==> config.mk <==
export PLATFORM = sky130hd
export DESIGN_NAME = simon_decrypt
export DESIGN_NICKNAME = d
export VERILOG_FILES = /design/src/rtl/simon_decrypt.sv
export SDC_FILE = /design/constraint.sdc
export NUM_CORES = 2
export LEC_CHECK = 0
export ABC_CLOCK_PERIOD_IN_PS = 8380
export CORE_MARGIN = 3
export CORE_UTILIZATION = 45
export DETAILED_ROUTE_END_ITERATION = 6
export PLACE_DENSITY = 0.77
export SLEW_MARGIN = 15
export SYNTH_ARGS = -nofsm -noshare
export SYNTH_HDL_FRONTEND = slang
export SYNTH_SLANG_ARGS = --single-unit
==> constraint.sdc <==
create_clock -name clk -period 8.38 [get_ports clk]
set_clock_uncertainty 0.2 [all_clocks]
set_input_delay 1.257 -clock clk [delete_from_list [all_inputs] [get_ports clk]]
set_output_delay 1.257 -clock clk [all_outputs]
set_load 0.01 [all_outputs]
==> src/rtl/simon_decrypt.sv <==
// simon_decrypt: iterative SIMON 128/256 decryption core, one round per clock.
// Optional SIMON_DEC_KEYCACHE_EN keeps the last expanded key window so a repeated key skips EXPAND.
module simon_decrypt #(
  parameter int ROUNDS = 72,
  parameter int WORD   = 64
) (
  input  logic              clk,
  input  logic              res_n,
  input  logic              start,
  input  logic [4*WORD-1:0] keys,
  input  logic [2*WORD-1:0] ct,
  output logic [2*WORD-1:0] pt,
  output logic              done,
  output logic              busy
);
  typedef enum logic [1:0] {IDLE, EXPAND, DECRYPT, DONE} state_e;

  localparam logic [WORD-1:0] C        = 64'hFFFF_FFFF_FFFF_FFFC;
  localparam logic [61:0]     Z4       = 62'b11010001111001101011011000100000010111000011001010010011101111;
  localparam logic [6:0]      LAST_EXP = 7'(ROUNDS - 5);
  localparam logic [6:0]      LAST_RND = 7'(ROUNDS - 1);

  function automatic logic [WORD-1:0] rol(input logic [WORD-1:0] v, input int s);
    return (v << s) | (v >> (WORD - s));
  endfunction

  function automatic logic [WORD-1:0] ror(input logic [WORD-1:0] v, input int s);
    return (v >> s) | (v << (WORD - s));
  endfunction

  function automatic logic [WORD-1:0] fr(input logic [WORD-1:0] v);
    return (rol(v, 1) & rol(v, 8)) ^ rol(v, 2);
  endfunction

  // z[0] is the leftmost (MSB) character of the sequence, index taken mod 62
  function automatic logic zbit(input logic [6:0] i);
    logic [6:0] j;
    logic [5:0] b;
    j = (i >= 7'd62) ? i - 7'd62 : i;
    b = 6'(7'd61 - j);
    return Z4[b];
  endfunction

  state_e               state_q;
  logic [6:0]           cnt_q;
  logic [3:0][WORD-1:0] win_q;
  logic [WORD-1:0]      x_q, y_q;
  logic [2*WORD-1:0]    pt_q;
  logic                 done_q, busy_q;

  logic [WORD-1:0]      tmp_f_d, tmp_b_d, k_fwd_d, k_bwd_d, y_inv_d;
  logic [6:0]           zb_idx_d;

  // win_q[0] is the oldest key; forward steps append at [3], backward steps at [0]
  always_comb begin
    tmp_f_d  = ror(win_q[3], 3) ^ win_q[1];
    k_fwd_d  = C ^ WORD'(zbit(cnt_q)) ^ win_q[0] ^ tmp_f_d ^ ror(tmp_f_d, 1);
    tmp_b_d  = ror(win_q[2], 3) ^ win_q[0];
    zb_idx_d = (cnt_q >= 7'd4) ? cnt_q - 7'd4 : 7'd0;
    k_bwd_d  = win_q[3] ^ C ^ WORD'(zbit(zb_idx_d)) ^ tmp_b_d ^ ror(tmp_b_d, 1);
    y_inv_d  = x_q ^ fr(y_q) ^ win_q[3];
  end

  logic                 hit;
  logic [3:0][WORD-1:0] cache_win;

`ifdef SIMON_DEC_KEYCACHE_EN
  logic                 cache_vld_q;
  logic [4*WORD-1:0]    cache_tag_q, key_q;
  logic [3:0][WORD-1:0] cache_win_q;

  always_ff @(posedge clk) begin
    if (!res_n) begin
      cache_vld_q <= 1'b0;
      cache_tag_q <= '0;
      cache_win_q <= '0;
      key_q       <= '0;
    end else begin
      if ((state_q == IDLE || state_q == DONE) && start)
        key_q <= keys;
      if (state_q == EXPAND && cnt_q == LAST_EXP) begin
        cache_vld_q <= 1'b1;
        cache_tag_q <= key_q;
        cache_win_q <= {k_fwd_d, win_q[3:1]};
      end
    end
  end

  assign hit       = cache_vld_q && (keys == cache_tag_q);
  assign cache_win = cache_win_q;
`else
  assign hit       = 1'b0;
  assign cache_win = '0;
`endif

  always_ff @(posedge clk) begin
    if (!res_n) begin
      state_q <= IDLE;
      cnt_q   <= '0;
      win_q   <= '0;
      x_q     <= '0;
      y_q     <= '0;
      pt_q    <= '0;
      done_q  <= 1'b0;
      busy_q  <= 1'b0;
    end else begin
      case (state_q)
        IDLE, DONE: begin
          if (start) begin
            x_q    <= ct[2*WORD-1:WORD];
            y_q    <= ct[WORD-1:0];
            done_q <= 1'b0;
            busy_q <= 1'b1;
            if (hit) begin
              win_q   <= cache_win;
              cnt_q   <= LAST_RND;
              state_q <= DECRYPT;
            end else begin
              win_q   <= keys;
              cnt_q   <= '0;
              state_q <= EXPAND;
            end
          end
        end
        EXPAND: begin
          win_q <= {k_fwd_d, win_q[3:1]};
          if (cnt_q == LAST_EXP) begin
            cnt_q   <= LAST_RND;
            state_q <= DECRYPT;
          end else begin
            cnt_q <= cnt_q + 7'd1;
          end
        end
        DECRYPT: begin
          x_q   <= y_q;
          y_q   <= y_inv_d;
          win_q <= {win_q[2:0], k_bwd_d};
          if (cnt_q == 7'd0) begin
            pt_q    <= {y_q, y_inv_d};
            done_q  <= 1'b1;
            busy_q  <= 1'b0;
            state_q <= DONE;
          end else begin
            cnt_q <= cnt_q - 7'd1;
          end
        end
        default: state_q <= IDLE;
      endcase
    end
  end

  assign pt   = pt_q;
  assign done = done_q;
  assign busy = busy_q;

endmodule

# Word-level counts from Yosys, hierarchy flattened
# Memory sizes are Yosys's and may differ from the RTL's.
# Cells that the tools add are included.
dict set report op_classes {
  add_sub_neg 7
  magnitude_cmp 5
  n_eq_ne 8
  mux 25
  bitwise 20
  reduce_logical 9
}
# cell n
set ops {}
lappend ops {{256-bit one-hot mux with 3 select lines} 1}
lappend ops {{64-bit bitwise XOR} 10}
lappend ops {{256-bit two-way mux} 1}
lappend ops {{64-bit one-hot mux with 2 select lines} 2}
lappend ops {{64-bit two-way mux} 2}
lappend ops {{61-bit by 64-bit OR with 64-bit output} 2}
lappend ops {{63-bit by 64-bit OR with 64-bit output} 2}
lappend ops {{64-bit bitwise AND} 1}
lappend ops {{64-bit by 1-bit OR with 64-bit output} 1}
lappend ops {{64-bit by 2-bit OR with 64-bit output} 1}
lappend ops {{64-bit by 8-bit OR with 64-bit output} 1}
lappend ops {{64-bit by 1-bit bitwise XOR with 64-bit output} 1}
lappend ops {{62-bit NOT} 1}
lappend ops {{7-bit two-way mux} 4}
lappend ops {{7-bit one-hot mux with 3 select lines} 1}
lappend ops {{7-bit by 6-bit greater-or-equal comparator with 1-bit output, second input constant} 2}
lappend ops {{6-bit by 7-bit less-than comparator with 1-bit output, second input constant} 2}
lappend ops {{6-bit two-way mux} 2}
lappend ops {{6-bit subtractor, first input constant} 2}
lappend ops {{6-bit subtractor, second input constant} 2}
lappend ops {{2-bit != test, second input constant} 4}
lappend ops {{7-bit by 1-bit adder with 7-bit output, second input constant} 1}
lappend ops {{7-bit equality test, second input constant} 1}
lappend ops {{7-bit by 3-bit greater-or-equal comparator with 1-bit output, second input constant} 1}
lappend ops {{other kinds (14)} 26}
dict set report totals {
  ff_bits 523
  romBits 128
  in_bits 387
  word_cells 87
  n_memories 2
}
# name depth word_bits read_ports rd_clocked_by_memory_dff wr line
set mem_list {}
lappend mem_list {{(no name shown)} 64 1 1 0 0 41} ;# return Z4[b];
lappend mem_list {{(no name shown)} 64 1 1 0 0 41}

# Longest topological paths before layout
dict set report logic_depth {
  ltp_word 11
  depth_mapped 19
  depth_no_buf 17
}

# Least setup slack after synthesis
# Ideal clock, no wire load.
dict set report synth_path {
  path_type {register -> register}
  from {register cnt_q[1]}
  to {register win_q[0] in the netlist's numbering}
  setup_time_ps 120
  arrival_ps 3980
  path_slack_ps 4080
  path_stages_with_launch 18
  n_path_buf 2
  period_less_slack_ps 4300
  cell_sequence {dfxtp_1 -> inv_1 -> ha_1 -> nor2b_1 -> nor3_2 -> nor2_1 -> ha_1 -> clkbuf_1 -> o2111ai_2 -> a21oi_2 -> xor2_1 -> ha_1 -> buf_1 -> or2_2 -> mux4_2 -> o21ai_2 -> mux2i_1 -> a211o_1}
}
dict set report synth_between {
  elab_chain_len 11
  word_cells_on_any_way 13
  classes_between {add/sub (3); order compare (2); mux (4); bitwise (3); memory (1)}
}
# element line
set synth_rtl {}
lappend synth_rtl {{from (decl)} 45} ;# logic [6:0] cnt_q;
lappend synth_rtl {{from (signal assigned)} 131} ;# cnt_q <= cnt_q + 7'd1;
lappend synth_rtl {{from (signal assigned)} 144} ;# cnt_q <= cnt_q - 7'd1;
lappend synth_rtl {{7-bit by 3-bit subtractor with 7-bit output or 7-bit by 3-bit greater-or-equal comparator with 1-bit output (tied branches)} 59} ;# zb_idx_d = (cnt_q >= 7'd4) ? cnt_q - 7'd4 : 7'd0;
lappend synth_rtl {{7-bit two-way mux *} 59}
lappend synth_rtl {{6-bit subtractor or 7-bit by 6-bit greater-or-equal comparator with 1-bit output (tied branches)} 39} ;# j = (i >= 7'd62) ? i - 7'd62 : i;
lappend synth_rtl {{6-bit two-way mux *} 39}
lappend synth_rtl {{6-bit subtractor *} 40} ;# b = 6'(7'd61 - j);
lappend synth_rtl {{memory read 64 x 1 bit *} --}
lappend synth_rtl {{1-bit two-way mux (not written as such) *} 41}
lappend synth_rtl {{64-bit by 1-bit bitwise XOR with 64-bit output *} 60} ;# k_bwd_d = win_q[3] ^ C ^ WORD'(zbit(zb_idx_d)) ^ tmp_b_d ^ ror(tmp_b_d, 1);
lappend synth_rtl {{64-bit bitwise XOR * (2 in a row)} 60}
lappend synth_rtl {{256-bit one-hot mux with 3 select lines *} 107} ;# case (state_q)
lappend synth_rtl {{to (signal assigned)} 115} ;# win_q <= cache_win;
lappend synth_rtl {{to (signal assigned)} 119} ;# win_q <= keys;
lappend synth_rtl {{to (signal assigned)} 126} ;# win_q <= {k_fwd_d, win_q[3:1]};
lappend synth_rtl {{to (decl)} 46} ;# logic [3:0][WORD-1:0] win_q;
# Every way passes the cells marked *; elsewhere a longest branch is shown, timed or not. The select of a mux whose other input is x is not followed.
# A chain may end at the register's enable or synchronous reset.

# Final worst setup path
# Same ends and word-level chain as after synthesis.

==> impl.org <==
** STA
- Final hold analysis gives a worst-case slack of between 0.2 and 0.3 ns.
- Highest Clock Rate :: roughly 0.21 GHz
- Remaining max-slew budget at the tightest pin :: 17.9%
- After layout, the minimum clock period comes to 4.71 ns.
- Unrepaired setup endpoints after global routing :: false
- Setup violations remaining at the end of the flow were counted as 0.
- Adding up every negative setup slack in the final design gives 0 ns.
- Number of max-slew violations in the final report :: 0
- Slew of the pin with the lowest slew margin :: approximately 1.2 ns
- Count of endpoints failing hold in the final timing report :: 0
- In the finished design, the share of the clock period the worst path needs comes to 56.2%.

** Clocking
- In this run the clock root is driven by a clkbuf_16.
- Worst-Skew Late Latency :: 0.62 ns
- Maximum level of the CTS H-tree :: 2
- Setup bufs post-CTS :: 0
- Post-CTS repair changed the size of 0 cells.
- Deepest clock path buffer count :: 3
- The number of clock buffers added by TritonCTS is between 50 and 60.
- Hold-fix buffer count after cts :: 0
- The tree built by TritonCTS fans out to ~520 sinks.
- Clock-pin slew was measured on the worst setup and hold paths at ~0.060 ns.
- TritonCTS built the clock tree.

** Synth
- Asr flop ratio synth :: 0%
- After synthesis the netlist holds a flip-flop and latch count of between 500 and 600.
- The most used flip-flop cell after synthesis is dfxtp_1.
- Synthesis handed over a netlist of ~3500 instances.
- Number of synthesized flops with an enable pin :: 0
- The Yosys step of the flow raised 0 warnings.
- Counting every net in the synthesized netlist gives a little under 4000.
- After synthesis, the netlist uses 58 different library cells.
- Of the synthesized area, sequential elements account for 33.9%.
- Avg Inst Size Synth :: ~9 µm²
- The cell area that synthesis handed to floorplanning was a little over 30000 µm².

** Global route
- The first global-routing pass estimated approximately 160000 µm of wire.
- Overflow left after global routing :: 0
- Number of antenna violations at the first check in global routing :: 41
- Entering global routing, the biggest net connects roughly 220 pins.
- Global routing consumed, over all layers together, ~28% of the routing resources.
- The number of global-route vias before repair was 25896.

** Worst setup path
- Maximum fanout count along the critical path :: 10
- Kind of end point of the critical path :: flop
- Dominant delay contributor by cell family on the critical path :: simple AND/OR/NAND/NOR gates
- The slowest stage of the critical path is the dfxtp_1 cell.
- For this run, the slowest stage of the critical path takes approximately 0.57 ns.
- Worst reg2reg path startpoint :: cnt_q[1]$_SDFFE_PN0P_
- By startpoint and endpoint, the worst setup path is classified as flop to flop.
- Top cell by count, worst path :: ha_1
- Critical path startpoint :: cnt_q[1]$_SDFFE_PN0P_
- Counting both buffers and inverters, the worst setup path holds a total of 1.
- Series of cell instances along the critical path :: inv_1 -> ha_1 -> nor2b_1 -> nor3_2 -> nor2_1 -> ha_1 -> o2111ai_2 -> a21oi_2 -> nor3_1 -> a21oi_1 -> ha_1 -> or2_2 -> mux4_2 -> o21ai_2 -> mux2i_1 -> a211o_1
- Arrival time of data at the critical path endpoint :: 5.01 ns
- Required time at the worst-slack endpoint :: 8.68 ns
- Kind of start point of the critical path :: flop

** Routing
- Wire length per cell :: around 22 µm
- The pre-antenna-repair detailed-routing pass consisted of 7 iterations.
- Wires add up to between 100000 and 150000 µm.
- Total vias in the final route :: 27689
- The detail route stage leaves a number of antenna-violating nets equal to 0.
- Using the TritonRoute via totals, the vias-per-cell ratio works out to slightly below 6.
- Violation count after the first detailed-routing iteration :: about 3000
- Number of remaining DRC errors :: 6

** Placed design
- Summed over all nets, the half-perimeter wirelength after detailed placement is approximately 73000 µm.
- Count of buffers inserted at the top-level ports :: 516
- Number of cells in the design after placement :: 4633
- Final Wtd Congestion :: 0.888

** Floorplan
- Core Rows :: 95
- between 500 and 600 I/O pins were placed.
- Starting Density :: 45.7%
- Height of the chip :: 268 µm
- The core region is just under 70000 µm².
- Horizontal die dimension :: 268 µm
- The floorplan step defined a die boundary enclosing around 70000 µm².

** Pwr
- The worst-case IR drop observed on VDD is roughly 0.00024 V.
- Power per unit of standard cell area :: approximately 370 nW/µm²
- For this design the static power due to leakage is approximately 15 nW.

** Run
- The tool flagged a number of max-cap violations equal to 0.

** Hold path
- Class of the worst hold path :: flop to flop
- In this run the most critical hold path is launched from pt[65]$_SDFFE_PN0P_.

** Run status
- Violated checks :: design-rule violations
- The run finished, with violations left.

** Finish
- Final layout net count :: between 4000 and 5000
- Fin cells :: 4763
- In the layout the commonest cells are dfxtp_1, clkdlybuf4s50_1, nand2_1.
- Share of cells above drive strength 1 :: 8.51%
- The area growth from synthesis to layout is 24.0%.
- Most common cell after layout, fill and taps aside :: dfxtp_1
[per-layer routing]
metal,share of wire [%],vias to the layer above,global-route usage (%)
met5,0.16,-,0
met4,2.9,28,8.92
met3,9.4,202,6.92
met2,44,1170,42.5
met1,44,13374,39.8
li1,-,12915,-
[worst register-to-register path, cell delays in order, from the launching register on]
cell and delay, ns:
dfxtp_1 0.57, inv_1 0.27, ha_1 0.29, nor2b_1 0.15, nor3_2 0.37, nor2_1 0.16
ha_1 0.31, o2111ai_2 0.16, a21oi_2 0.18, nor3_1 0.18, a21oi_1 0.06, ha_1 0.42
or2_2 0.33, mux4_2 0.48, o21ai_2 0.12, mux2i_1 0.08, a211o_1 0.27
[state kept, by name, indices dropped and copies added, names as in the netlist]
name and flops:
win_q 256, pt 128, x_q 64, y_q 64, cnt_q 7, state_q 2
busy 1, done 1
[cell usage after synthesis, types with 2 or more instances]
cell	number	area [µm²]
a211o_1	2	17.5
a211oi_1	66	495
a21boi_0	101	758
a21oi_1	84	420
a221oi_1	114	998
a222oi_1	77	771
a22oi_1	77	578
a31oi_1	17	106
and2_1	5	31.3
and3_1	14	87.6
buf_1	15	56.3
buf_6	2	22.5
clkbuf_1	265	995
dfxtp_1	523	10500
ha_1	26	325
inv_1	13	48.8
mux2_2	191	2150
mux2i_1	89	891
nand2_1	513	1930
nand2b_1	5	31.3
nand3_1	7	35.0
nand3b_1	2	15.0
nand4_1	4	25.0
nor2_1	191	717
nor2b_1	263	1650
nor3_1	9	45.0
nor3b_1	3	22.5
o211a_1	128	1280
o21ai_0	67	335
o22ai_1	3	18.8
or2_2	3	18.8
or3_1	2	12.5
xnor2_1	410	3590
xor2_1	187	1640
[worst paths after layout]
| path | to | cells after the start | slack [ns] |
|---|---|---|---|
| setup / recovery | win_q[0]$_SDFFE_PN0P_ | 16 | 3.67 |
| hold reg to reg | pt[65]$_SDFFE_PN0P_ | 2 | 0.26 |
| hold / removal | pt[65]$_SDFFE_PN0P_ | 2 | 0.26 |
| setup reg to reg | win_q[0]$_SDFFE_PN0P_ | 16 | 3.67 |
[area by class of cell]
type	count	area [µm²]
well taps	873	1090
clock inverters	17	153
diodes	26	65.1
repair buffers	540	5390
clock buffers	87	1700
flip-flops and latches	523	10500
multi-input cells	2684	19300
fillers	5988	29300
inverters	13	48.8
[stage by stage]
step | area [µm²] | power [mW] | setup slack, ns | utilization, %
after detailed placement | 36300 | 11.4 | 3.60 | 53.8
after CTS | 38200 | 13.9 | 3.70 | 56.5
after global placement | 36300 | 11.2 | 3.70 | 53.8
final | 38200 | 14.0 | 3.67 | 56.6
after floorplan | 30800 | 9.30 | 4.08 | -
after global routing | 38200 | 14.8 | 3.43 | 56.6
[cell families after synthesis]
family	Yosys count	share of synthesized area [%]
simple gates	1027	15.2
compound gates	752	19.3
xor+xnor	598	17.0
flops	523	33.9
buf+inv	295	3.64
mux	281	9.93
fa+ha+maj	26	1.05
[where the power goes]
group | internal, mW | switching, mW | leakage, nW
combinational | 3.18 | 3.79 | 9.44
clock | 1.45 | 1.07 | 0.907
sequential | 3.24 | 1.23 | 4.29
total | 7.87 | 6.09 | 14.6
(Power assumes the default switching activity.)
